--- config.mk ---
export PLATFORM = sky130hd
export DESIGN_NAME = cc_refill_writer_flat
export DESIGN_NICKNAME = d
export VERILOG_FILES = /design/src/rtl/cc_refill_writer_pkg.sv /design/src/rtl/cc_refill_writer_if.sv /design/src/rtl/cc_crit_word_sel.sv /design/src/rtl/cc_refill_writer.sv /design/src/flat_wrapper.sv
export SDC_FILE = /design/constraint.sdc
export NUM_CORES = 1
export LEC_CHECK = 0
export BUFFER_PORTS_ARGS = -buffer_cell sky130_fd_sc_hd__buf_4
export CAP_MARGIN = 40
export CELL_PAD_IN_SITES_DETAIL_PLACEMENT = 0
export CELL_PAD_IN_SITES_GLOBAL_PLACEMENT = 1
export CORE_ASPECT_RATIO = 0.9
export CORE_MARGIN = 2
export CORE_UTILIZATION = 37
export CTS_CLUSTER_SIZE = 30
export DETAILED_ROUTE_END_ITERATION = 6
export PLACE_DENSITY_LB_ADDON = 0.1
export SLEW_MARGIN = 15
export SYNTH_ARGS = -nofsm -noshare
export SYNTH_HDL_FRONTEND = slang
export SYNTH_SLANG_ARGS = --single-unit
export TNS_END_PERCENT = 1
--- constraint.sdc ---
create_clock -name clk -period 4.8 [get_ports clk]
set_clock_uncertainty 0.1 [all_clocks]
set_input_delay 0.72 -clock clk [delete_from_list [all_inputs] [get_ports clk]]
set_output_delay 0.72 -clock clk [all_outputs]
set_load 0.01 [all_outputs]
--- src/rtl/cc_refill_writer_pkg.sv ---
// Shared definitions for the cache refill path.
//   - Address geometry: TAG_W / IDX_W / OFF_W and the memory beat width DATA_W.
//   - Derived sizes: BEATS_PER_LINE and BEAT_W.
//   - FSM state enum for the refill writer.
//   - Helpers:
//       line_addr(tag, index) builds the line-aligned byte address.
//       beat_of(offset)       gives the beat number that holds a byte offset.
package cc_pkg;
  localparam int TAG_W          = 18;
  localparam int IDX_W          = 8;
  localparam int OFF_W          = 6;
  localparam int DATA_W         = 64;
  localparam int WORD_W         = 32;
  localparam int ADDR_W         = TAG_W + IDX_W + OFF_W;
  localparam int BEATS_PER_LINE = (2**OFF_W) * 8 / DATA_W;
  localparam int BEAT_W         = $clog2(BEATS_PER_LINE);

  typedef enum logic [1:0] {S_IDLE, S_AR, S_FILL, S_DONE} state_t;

  function automatic logic [ADDR_W-1:0] line_addr(input logic [TAG_W-1:0] tag,
                                                  input logic [IDX_W-1:0] index);
    return {tag, index, {OFF_W{1'b0}}};
  endfunction

  // Upper offset bits select the beat; the low bits address bytes within it.
  function automatic logic [BEAT_W-1:0] beat_of(input logic [OFF_W-1:0] offset);
    return BEAT_W'(offset >> (OFF_W - BEAT_W));
  endfunction
endpackage

--- src/rtl/cc_refill_writer_if.sv ---
// Memory read channel between the refill writer and the memory controller.
//   master : refill writer side (drives AR request and R ready).
//   slave  : memory side (drives AR ready and R data/valid/last).
interface cc_refill_writer_if;
  import cc_pkg::*;
  logic              mem_arvalid_o;
  logic [ADDR_W-1:0] mem_araddr_o;
  logic [3:0]        mem_arlen_o;
  logic              mem_arready_i;
  logic              mem_rvalid_i;
  logic [DATA_W-1:0] mem_rdata_i;
  logic              mem_rlast_i;
  logic              mem_rready_o;

  modport master (
    output mem_arvalid_o, mem_araddr_o, mem_arlen_o, mem_rready_o,
    input  mem_arready_i, mem_rvalid_i, mem_rdata_i, mem_rlast_i
  );
  modport slave (
    input  mem_arvalid_o, mem_araddr_o, mem_arlen_o, mem_rready_o,
    output mem_arready_i, mem_rvalid_i, mem_rdata_i, mem_rlast_i
  );
endinterface

--- src/rtl/cc_crit_word_sel.sv ---
// Picks the 32-bit word out of a 64-bit memory beat.
//   i_beat   : beat data
//   i_sel_hi : byte offset bit 2 (1 = upper word)
//   o_word   : selected word
module cc_crit_word_sel
  import cc_pkg::*;
(
  input  logic [DATA_W-1:0] i_beat,
  input  logic              i_sel_hi,
  output logic [WORD_W-1:0] o_word
);
  assign o_word = i_sel_hi ? i_beat[DATA_W-1 -: WORD_W] : i_beat[WORD_W-1:0];
endmodule

--- src/rtl/cc_refill_writer.sv ---
// Cache miss refill writer.
// On a miss pulse, issues one line burst read, writes each returned beat
// into the data SRAM, and forwards the critical word to the requester.
// It then writes {valid,tag} into the tag SRAM and pulses fill_done.
//   clk, rst           : clock, synchronous active-high reset
//   miss_i/tag_i/...   : miss request from the lookup stage
//   busy_o             : refill in progress
//   mem                : memory read channel (AR + R)
//   data_w*_o          : data SRAM write port
//   tag_w*_o           : tag SRAM write port
//   crit_valid_o/data  : critical word forward
//   fill_done_o, err_o : completion pulse, sticky burst-length error
module cc_refill_writer
  import cc_pkg::*;
(
  input  logic                    clk,
  input  logic                    rst,
  input  logic                    miss_i,
  input  logic [TAG_W-1:0]        tag_i,
  input  logic [IDX_W-1:0]        index_i,
  input  logic [OFF_W-1:0]        offset_i,
  output logic                    busy_o,
  cc_refill_writer_if.master      mem,
  output logic                    data_wren_o,
  output logic [IDX_W+BEAT_W-1:0] data_waddr_o,
  output logic [DATA_W-1:0]       data_wdata_o,
  output logic                    tag_wren_o,
  output logic [IDX_W-1:0]        tag_waddr_o,
  output logic [TAG_W:0]          tag_wdata_o,
  output logic                    crit_valid_o,
  output logic [WORD_W-1:0]       crit_data_o,
  output logic                    fill_done_o,
  output logic                    err_o
);
  localparam logic [BEAT_W-1:0] LAST_BEAT = BEAT_W'(BEATS_PER_LINE - 1);

  state_t            r_state, w_state_nxt;
  logic [TAG_W-1:0]  r_tag;
  logic [IDX_W-1:0]  r_index;
  logic [BEAT_W-1:0] r_beat, r_crit_beat;
  logic              r_crit_hi;
  logic              w_arvalid, w_rready, w_busy;
  logic              w_accept, w_last, w_good, w_crit_hit;
  logic [WORD_W-1:0] w_crit_word;
  logic              w_unused_off;

  // Byte-within-word offset bits do not affect a word-granular forward.
  assign w_unused_off = ^offset_i[1:0];

  assign w_accept   = (r_state == S_FILL) & mem.mem_rvalid_i;
  // Beat 7 always ends the fill, with or without rlast; an early rlast also ends it.
  assign w_last     = w_accept & (mem.mem_rlast_i | (r_beat == LAST_BEAT));
  // Only a burst whose rlast lands exactly on beat 7 makes the line valid.
  assign w_good     = w_last & mem.mem_rlast_i & (r_beat == LAST_BEAT);
  assign w_crit_hit = w_accept & (r_beat == r_crit_beat);

  cc_crit_word_sel u_crit_sel (
    .i_beat   (mem.mem_rdata_i),
    .i_sel_hi (r_crit_hi),
    .o_word   (w_crit_word)
  );

  always_ff @(posedge clk) begin
    if (rst) r_state <= S_IDLE;
    else     r_state <= w_state_nxt;
  end

  always_comb begin
    w_state_nxt = r_state;
    w_arvalid   = 1'b0;
    w_rready    = 1'b0;
    w_busy      = 1'b1;
    case (r_state)
      S_IDLE: begin
        w_busy = 1'b0;
        if (miss_i) w_state_nxt = S_AR;
      end
      S_AR: begin
        w_arvalid = 1'b1;
        if (mem.mem_arready_i) w_state_nxt = S_FILL;
      end
      S_FILL: begin
        w_rready = 1'b1;
        if (w_last) w_state_nxt = S_DONE;
      end
      S_DONE:  w_state_nxt = S_IDLE;
      default: w_state_nxt = S_IDLE;
    endcase
  end

  assign busy_o            = w_busy;
  assign mem.mem_arvalid_o = w_arvalid;
  assign mem.mem_rready_o  = w_rready;
  assign mem.mem_araddr_o  = line_addr(r_tag, r_index);
  assign mem.mem_arlen_o   = 4'(BEATS_PER_LINE - 1);

  always_ff @(posedge clk) begin
    if (rst) begin
      r_tag        <= '0;
      r_index      <= '0;
      r_beat       <= '0;
      r_crit_beat  <= '0;
      r_crit_hi    <= 1'b0;
      data_wren_o  <= 1'b0;
      data_waddr_o <= '0;
      data_wdata_o <= '0;
      tag_wren_o   <= 1'b0;
      tag_waddr_o  <= '0;
      tag_wdata_o  <= '0;
      crit_valid_o <= 1'b0;
      crit_data_o  <= '0;
      fill_done_o  <= 1'b0;
      err_o        <= 1'b0;
    end else begin
      data_wren_o  <= w_accept;
      crit_valid_o <= w_crit_hit;
      tag_wren_o   <= w_good;
      fill_done_o  <= w_last;
      if (w_accept) begin
        data_waddr_o <= {r_index, r_beat};
        data_wdata_o <= mem.mem_rdata_i;
        r_beat       <= r_beat + 1'b1;
      end
      if (w_crit_hit) crit_data_o <= w_crit_word;
      if (w_good) begin
        tag_waddr_o <= r_index;
        tag_wdata_o <= {1'b1, r_tag};
      end
      if (w_last && !w_good) err_o <= 1'b1;
      if (r_state == S_IDLE && miss_i) begin
        r_tag       <= tag_i;
        r_index     <= index_i;
        r_crit_beat <= beat_of(offset_i);
        r_crit_hi   <= offset_i[2];
        r_beat      <= '0;
        err_o       <= 1'b0;
      end
    end
  end
endmodule
--- src/flat_wrapper.sv ---
// flat-port wrapper written by rule: the top's interface ports become plain ports
module cc_refill_writer_flat import cc_pkg::*;
  (clk, rst, miss_i, tag_i, index_i, offset_i, busy_o, data_wren_o, data_waddr_o, data_wdata_o, tag_wren_o, tag_waddr_o, tag_wdata_o, crit_valid_o, crit_data_o, fill_done_o, err_o, mem_mem_arvalid_o, mem_mem_araddr_o, mem_mem_arlen_o, mem_mem_rready_o, mem_mem_arready_i, mem_mem_rvalid_i, mem_mem_rdata_i, mem_mem_rlast_i);
  cc_refill_writer_if mem_i ();
  input  logic clk;
  input  logic rst;
  input  logic miss_i;
  input  logic [TAG_W-1:0] tag_i;
  input  logic [IDX_W-1:0] index_i;
  input  logic [OFF_W-1:0] offset_i;
  output logic busy_o;
  output logic data_wren_o;
  output logic [IDX_W+BEAT_W-1:0] data_waddr_o;
  output logic [DATA_W-1:0] data_wdata_o;
  output logic tag_wren_o;
  output logic [IDX_W-1:0] tag_waddr_o;
  output logic [TAG_W:0] tag_wdata_o;
  output logic crit_valid_o;
  output logic [WORD_W-1:0] crit_data_o;
  output logic fill_done_o;
  output logic err_o;
  output wire logic [$bits(mem_i.mem_arvalid_o)-1:0] mem_mem_arvalid_o;
  output wire logic [$bits(mem_i.mem_araddr_o)-1:0] mem_mem_araddr_o;
  output wire logic [$bits(mem_i.mem_arlen_o)-1:0] mem_mem_arlen_o;
  output wire logic [$bits(mem_i.mem_rready_o)-1:0] mem_mem_rready_o;
  input wire logic [$bits(mem_i.mem_arready_i)-1:0] mem_mem_arready_i;
  input wire logic [$bits(mem_i.mem_rvalid_i)-1:0] mem_mem_rvalid_i;
  input wire logic [$bits(mem_i.mem_rdata_i)-1:0] mem_mem_rdata_i;
  input wire logic [$bits(mem_i.mem_rlast_i)-1:0] mem_mem_rlast_i;
  assign mem_mem_arvalid_o = mem_i.mem_arvalid_o;
  assign mem_mem_araddr_o = mem_i.mem_araddr_o;
  assign mem_mem_arlen_o = mem_i.mem_arlen_o;
  assign mem_mem_rready_o = mem_i.mem_rready_o;
  assign mem_i.mem_arready_i = mem_mem_arready_i;
  assign mem_i.mem_rvalid_i = mem_mem_rvalid_i;
  assign mem_i.mem_rdata_i = mem_mem_rdata_i;
  assign mem_i.mem_rlast_i = mem_mem_rlast_i;
  cc_refill_writer u_core (.clk(clk), .rst(rst), .miss_i(miss_i), .tag_i(tag_i), .index_i(index_i), .offset_i(offset_i), .busy_o(busy_o), .mem(mem_i), .data_wren_o(data_wren_o), .data_waddr_o(data_waddr_o), .data_wdata_o(data_wdata_o), .tag_wren_o(tag_wren_o), .tag_waddr_o(tag_waddr_o), .tag_wdata_o(tag_wdata_o), .crit_valid_o(crit_valid_o), .crit_data_o(crit_data_o), .fill_done_o(fill_done_o), .err_o(err_o));
endmodule
Word level (Yosys, flattened, before mapping)
Index checks and enable logic that the tools add are counted.
{ "op_classes": {"n_addsub": 1, "mul": 0, "div": 0, "magnitude_cmp": 0, "eq_ne": 8, "n_shift": 0, "n_mux": 8, "bitwise_logic": 6, "n_reduce_logical": 6} }
{ "op_table": {"columns": ["operator", "count"], "rows": [
  ["$mux W32", 1],
  ["$pmux W2 S4", 1],
  ["$mux W2", 3],
  ["$and A1 B1 Y1", 5],
  ["$eq A2 B2 Y1 const B", 2],
  ["$ne A2 B2 Y1 const B", 2],
  ["$add A3 B1 Y3 const B", 1],
  ["$eq A3 B3 Y1", 1],
  ["$eq A3 B3 Y1 const B", 1],
  ["$mux W1", 3],
  ["$reduce_and A3 Y1", 1],
  ["$eq A2 B1 Y1 const B", 1],
  ["$logic_and A1 B1 Y1", 2],
  ["$logic_not A2 Y1", 1],
  ["$ne A2 B1 Y1 const B", 1],
  ["$reduce_or A2 Y1", 1],
  ["$logic_not A1 Y1", 1],
  ["$or A1 B1 Y1", 1]
]} }
{ "word_totals": {"reg_bits": 174, "latch_bits": 0, "ram_bits": 0, "rom_bits": 0, "inputBits": 102, "out_inout_bits": 178, "n_memories": 0} }

Depth between registers and ports, before layout
Gate-level depths: netlist (run 1).
{ "logic_depth": {"depth_word": 7, "depth_mapped": 8} }

By module
From an unflattened synthesis (run 1), not the netlist that was laid out.
{ "hier_totals": {"hier_cells": 807, "hier_area_um2": 7014.2} }
{ "modules_own_cells": {"columns": ["mod", "instances", "cells_each", "area_per_inst_um2", "seq_area_each_um2"], "rows": [
  ["cc_refill_writer", 1, 771, 6470.0, 3483.3],
  ["cc_crit_word_sel", 1, 36, 544.3, 0.0]
]} }

Least setup slack after synthesis (run 1)
Ideal clock, no wire load.
{ "synth_timing": {"path_type": "input port to flip-flop", "start": "input port mem_mem_rvalid_i", "end": "register u_core.crit_data_o[10]", "setup_ps": 123, "arrival_ps": 1628, "required_ps": 4577, "setup_slack_ps": 2949, "path_stages": 5, "n_path_buf": 2, "cell_sequence": "and2_1 > buf_4 > nand4_4 > buf_2 > mux2_1"} }
{ "synth_via": {"elab_chain_cells": 2} }
{ "synth_lines": {"columns": ["item", "line_no", "text"], "rows": [
  ["start, declared", "flat_wrapper.sv:27", "input wire logic [$bits(mem_i.mem_rvalid_i)-1:0] mem_mem_rvalid_i;"],
  ["$and A1 B1 Y1", "cc_refill_writer.sv:50", "assign w_accept = (r_state == S_FILL) & mem.mem_rvalid_i;"],
  ["$and A1 B1 Y1", "cc_refill_writer.sv:55", "assign w_crit_hit = w_accept & (r_beat == r_crit_beat);"],
  ["end signal, assigned", "cc_refill_writer.sv:124", "if (w_crit_hit) crit_data_o <= w_crit_word;"],
  ["end, declared", "cc_refill_writer.sv:31", "output logic [WORD_W-1:0] crit_data_o,"]
]} }
Every way passes these cells.
A chain may end at the register's enable or synchronous reset.

Final worst setup path (run 1)
{ "layout_timing": {"start": "register u_core.r_state[0]", "end": "register u_core.crit_data_o[30]"} }
{ "layout_via": {"elab_chain_cells": 3} }
{ "layout_lines": {"columns": ["item", "line_no", "text"], "rows": [
  ["start, declared", "cc_refill_writer.sv:37", "state_t r_state, w_state_nxt;"],
  ["start signal, assigned", "cc_refill_writer.sv:65", "else r_state <= w_state_nxt;"],
  ["$eq A2 B2 Y1", "cc_refill_writer.sv:50", null],
  ["$and A1 B1 Y1", "cc_refill_writer.sv:50", null],
  ["$and A1 B1 Y1", "cc_refill_writer.sv:55", null]
]} }
Every way passes these cells.

==> results of run 1 <==
## stage by stage
| stage | power (mW) | util | setup slack, ns | hold WS (ns) | cell area, µm² |
|---|---|---|---|---|---|
| after CTS | 4.312 | 0.5416 | 2.466 | 0.3566 | 9633 |
| after global placement | 2.659 | 0.4968 | 2.287 | 0.3429 | 8835 |
| after detailed placement | 2.701 | 0.5030 | 2.382 | 0.3476 | 8945 |
| final | 4.247 | 0.5416 | 2.533 | 0.3531 | 9633 |
| after floorplan | 2.240 | - | 2.949 | 0.3496 | 6793 |
| after global routing | 4.466 | 0.5416 | 2.312 | 0.3673 | 9633 |
## flip-flops by register name, indices dropped and copies added (netlist names), 2 cells and up
register             count
u_core.data_wdata_o     64
u_core.crit_data_o      32
u_core.tag_wdata_o      19
u_core.r_tag            18
u_core.data_waddr_o     11
u_core.r_index           8
u_core.tag_waddr_o       8
u_core.r_beat            3
u_core.r_crit_beat       3
u_core.r_state           2
## synth_stat cells, types with 5 or more instances
library cell / number
mux2_1: 29
buf_2: 19
dfxtp_1: 174
ha_1: 5
nor3_1: 5
mux2i_1: 35
nor2b_1: 33
buf_4: 11
a21oi_1: 132
nor2_1: 36
clkbuf_1: 35
nand2_1: 264
## cell families (layout without fill, tap and decap cells)
family | after synthesis | in the layout | synth area share
other cells | 2 | 10 | 0.001110
buf+inv | 73 | 315 | 0.05014
simple gates | 346 | 346 | 0.2107
flops | 174 | 174 | 0.5151
mux | 67 | 67 | 0.1051
compound gates | 136 | 136 | 0.1021
xor+xnor | 5 | 5 | 0.006475
fa+ha+maj | 5 | 5 | 0.009251
## final timing paths
kind	endpoint	slack, ns	cells after the start	start
setup reg to reg	u_core.crit_data_o[30]	2.53	5	u_core.r_state[0]
setup / recovery	u_core.crit_data_o[30]	2.53	5	u_core.r_state[0]
hold reg to reg	u_core.data_wdata_o[42]	0.35	2	u_core.data_wdata_o[42]
hold / removal	u_core.data_wdata_o[42]	0.35	2	u_core.data_wdata_o[42]
## routing by layer
layer	vias up	GRT usage	part of all wire
met1	2730	0.2477	0.45
li1	3066	-	-
met2	187	0.3097	0.46
met5	-	0	0
met3	27	0.06990	0.079
met4	0	0.06149	0.018
## worst max-delay path: cells and delay by family (launching register included)
kind,cells,cell delay [ns]
flops,1,0.31
fa+ha+maj,1,0.29
buf+inv,1,0.09
simple gates,2,0.78
mux,1,0.55
## layout make-up
type                       instances  area share
inverter                           4    0.001559
tap                              240     0.03117
multi-input combinational        569      0.3087
timing repair buffer             279      0.2254
clock buffer                      20     0.04741
sequential                       174      0.3617
clock inverter                    12     0.02403
## power by group
part           leakage [nW]  internal [mW]  switching (mW)  total (mW)
clock                 0.325           1.01           0.585        1.60
sequential             1.41           1.59          0.0871        1.68
combinational          2.39          0.440           0.535       0.975
total                  4.12           3.04            1.21        4.25
==> flow_summary.ini, run 1 <==
[sta]
maxSlewViolCount = 0
period_share = 0.4723
finalCriticalPeriod_ns = 2.267
tightest_slew_ns = 0.7381
hold_viol = 0
setup_viol_count_final = 0
fin_setup_tns_ns = 0
rsz0062_at_grt = false
maxSlewHeadroom = 0.5070
fmax_mhz = 441.1

[worst_setup_path]
cp_max_fo = 33
cp-start-kind = register
worstPathCellList = inv_1, ha_1, and2_2, nand4_4, mux2_1
cp.required_ns = 5.00
slowest_delay_ns = 0.55
end_kind = register
cpMaxStageDelayCell = nand4_4
worstSetupPathType = reg -> reg
arrival_ns = 2.47

[power]
ir_drop_mv = 0.3041
p_per_area_nw_per_um2 = 440.9
leakagePower_nw = 4.121

[routing]
drt_pass1_iterations = 5
wire_per_inst_um = 14.92
vias = 6010
routed_wl_um = 19360
ant_nets = 0
drcViolationCount = 0
viasPerCell = 4.630
drt_iter0_drc = 225

[die]
die-area_um2 = 19380
start_util = 0.3803
fp.dieH_um = 132.3
die_w_um = 146.5
io_pins = 280
rows = 46
core-area_um2 = 17780

[final_layout]
final_cell_count_no_fill = 1298
final_common_cell = buf_4
fill_cells = 1707
drive_gt1_frac = 0.2996
final_cell_mix = buf_4, nand2_1, dfxtp_1
diodes = 0
area_delta_synth_final_pct = 42.44
multi_input_area_um2 = 2974
final_nets = 1152
ff_latch_area_um2 = 3485

[placement]
dp_cells = 1266
port_buffers = 267
place_congestion = 0.7705
dp_hpwl_um = 13280

[global_route]
grt.overflow.total = 0
antenna_found_initial = 0
grt_use_total = 0.1947
grt_max_degree = 71
grt_pass1_vias = 5590
grt_pass1_wl_um = 30120

[synthesis]
synth_warnings = 0
synth_cell_types = 28
synth.cell_area_um2 = 6763
yosysTopAreaCellShare = 0.5151
synth_top_flop_cell = dfxtp_1
synthCells = 808
ys_top_cells_by_area = dfxtp_1, nand2_1, a21oi_1
ys_seq_area_frac = 0.5151
ys_seq_elements = 174
synthArstFlopShare = 0
synth_area_leader_cell = dfxtp_1
synth_edf_count = 0
syn_area_per_cell_um2 = 8.370

[clocking]
clk_pin_slew_ns = 0.06
worstSkewPairLatency_ns = 0.42
root_buffer = clkbuf_16
numCtsBuffers = 17
cts_resized = 0
clockBufferDepth = 2
cts-htree-levels = 4
post_cts_buffers = 0
ctsHoldBuffers = 0
cts.sinks = 174
cts_tree = yes

[hold_path]
worstHoldPathType = reg -> reg

[outcome]
status = complete, no violations

[run]
maxCapViolCount = 0
Power figures use the tool's default switching activity.
==> run 2: changes to the inputs <==
Settings changed: CORE_UTILIZATION 37 to 34.
Clock period 4.8 ns to 2.1 ns, I/O delays scaled along.
==> run 2 against run 1 <==
  * Sequential power grew 130%
  * Via count shrank 0.73%
  * Combinational power grew 130%
  * Global-route usage shrank 0.52 points
  * Hold slack lost 0.32 ns
  * Clock power grew 98%
  * First-iteration DRC count grew 12%
  * Cell count grew 1.4%
  * Core utilization shrank 4.4 points
  * Worst setup slack lost 2.2 ns
==> flow_summary.ini, run 2 (same netlist as run 1, synthesis figures left out) <==
[outcome]
status = complete, no violations

[sta]
fmax_mhz = 565.3
hold_viol = 0
maxSlewViolCount = 0
fin_setup_tns_ns = 0
period_share = 0.8423
rsz0062_at_grt = false
finalCriticalPeriod_ns = 1.769
setup_viol_count_final = 0

[die]
core-area_um2 = 19340
fp.dieH_um = 137.8
rows = 48
die_w_um = 152.7
die-area_um2 = 21040
start_util = 0.3497
io_pins = 280

[global_route]
grt_use_total = 0.1895
grt_pass1_wl_um = 31380
grt_max_degree = 80
antenna_found_initial = 0
grt.overflow.total = 0
grt_pass1_vias = 5739

[worst_setup_path]
crit_path_frequent_cell = buf_4
path_delay_family = buffers and inverters
cpMaxStageDelayCell = dfxtp_1
end_kind = output pin
worstPathCellList = inv_1, ha_1, buf_4, buf_4
cp_max_fo = 6
cp-start-kind = register
crit_buf_inv = 3
slowest_delay_ns = 0.34
worstSetupPathType = reg -> out
arrival_ns = 1.35
cp.required_ns = 1.68

[routing]
routed_wl_um = 20020
viasPerCell = 4.533
ant_nets = 0
vias = 5966
drt_iter0_drc = 252
drcViolationCount = 0
wire_per_inst_um = 15.21
drt_pass1_iterations = 4

[run]
maxCapViolCount = 0

[clocking]
ctsHoldBuffers = 0
clk_pin_slew_ns = 0.07
clockBufferDepth = 2
cts_resized = 0
cts-htree-levels = 4
worstSkewPairLatency_ns = 0.42
root_buffer = clkbuf_16
post_cts_buffers = 0
numCtsBuffers = 17
cts.sinks = 174
cts_tree = yes

[final_layout]
drive_gt1_frac = 0.3039
final_common_cell = buf_4
top_regs = u_core.data_wdata_o (64), u_core.crit_data_o (32), u_core.tag_wdata_o (19)
regMostFlops = u_core.data_wdata_o
final_nets = 1161
final_cell_count_no_fill = 1316
largest_register_ffs = 64
diodes = 0
utilization = 0.4975
area_delta_synth_final_pct = 42.26
final_cell_mix = buf_4, nand2_1, dfxtp_1

[placement]
dp_hpwl_um = 13540
dp_cells = 1285
place_congestion = 0.7257
port_buffers = 267

[power]
intPower_mw = 6.438
switching_power_mw = 2.799
clkPwrFrac = 0.342
pwr-share-seq = 0.415
p_per_area_nw_per_um2 = 960.2
sw_frac_of_total = 0.3030
totalPowerFinal_mw = 9.237
ir_drop_mv = 0.5337
power_frac_comb = 0.243
leakagePower_nw = 4.111

[hold_path]
worstHoldPathType = in -> reg
==> run 2: per-layer routing <==
layer	global-route usage	wire length (µm)
met5	0	0
met3	0.07612	1741
met1	0.2373	8771
met2	0.3074	9326
met4	0.04630	181
==> run 2: final timing paths <==
kind | startpoint | endpoint | slack, ns | cells after the start
setup / recovery | u_core.r_state[0] | mem_mem_rready_o | 0.33 | 4
hold / removal | tag_i[8] | u_core.r_tag[8] | 0.03 | 3
setup reg to reg | u_core.r_state[0] | u_core.crit_data_o[1] | 0.35 | 6
hold reg to reg | u_core.data_wdata_o[6] | u_core.data_wdata_o[6] | 0.36 | 2
==> run 2: final cells by class <==
class | count | area, µm²
fill | 1969 | 9718
clock inverter | 11 | 133.9
timing repair buffer | 288 | 2253
clock buffer | 20 | 446.7
multi-input combinational | 569 | 2974
inverter | 4 | 15.01
tap | 250 | 312.8
sequential | 174 | 3485
==> run 2: tightest hold or removal path: stages <==
cell	delay [ns]
buf_4	0.11
nand2_1	0.04
a21oi_1	0.05
==> run 2: power by group through the flow <==
stage	sequential, mW	combinational (mW)	clock (mW)
after floorplan	4.02	1.11	0
after global placement	3.91	2.27	0
after detailed placement	3.91	2.28	0
after CTS	3.84	2.30	3.27
after global routing	3.88	2.48	3.40
final	3.84	2.24	3.16
==> run 2: per-stage QoR <==
stage / worst slack, ns / cell area (µm²) / hold WS [ns]
after global placement: 0.3768 / 9040 / 0.3412
final: 0.3312 / 9620 / 0.03225
after detailed placement: 0.3439 / 9040 / 0.3463
after CTS: 0.2986 / 9620 / 0.009386
after floorplan: 0.2914 / 6793 / 0.3252
after global routing: 0.1895 / 9620 / 0.01732
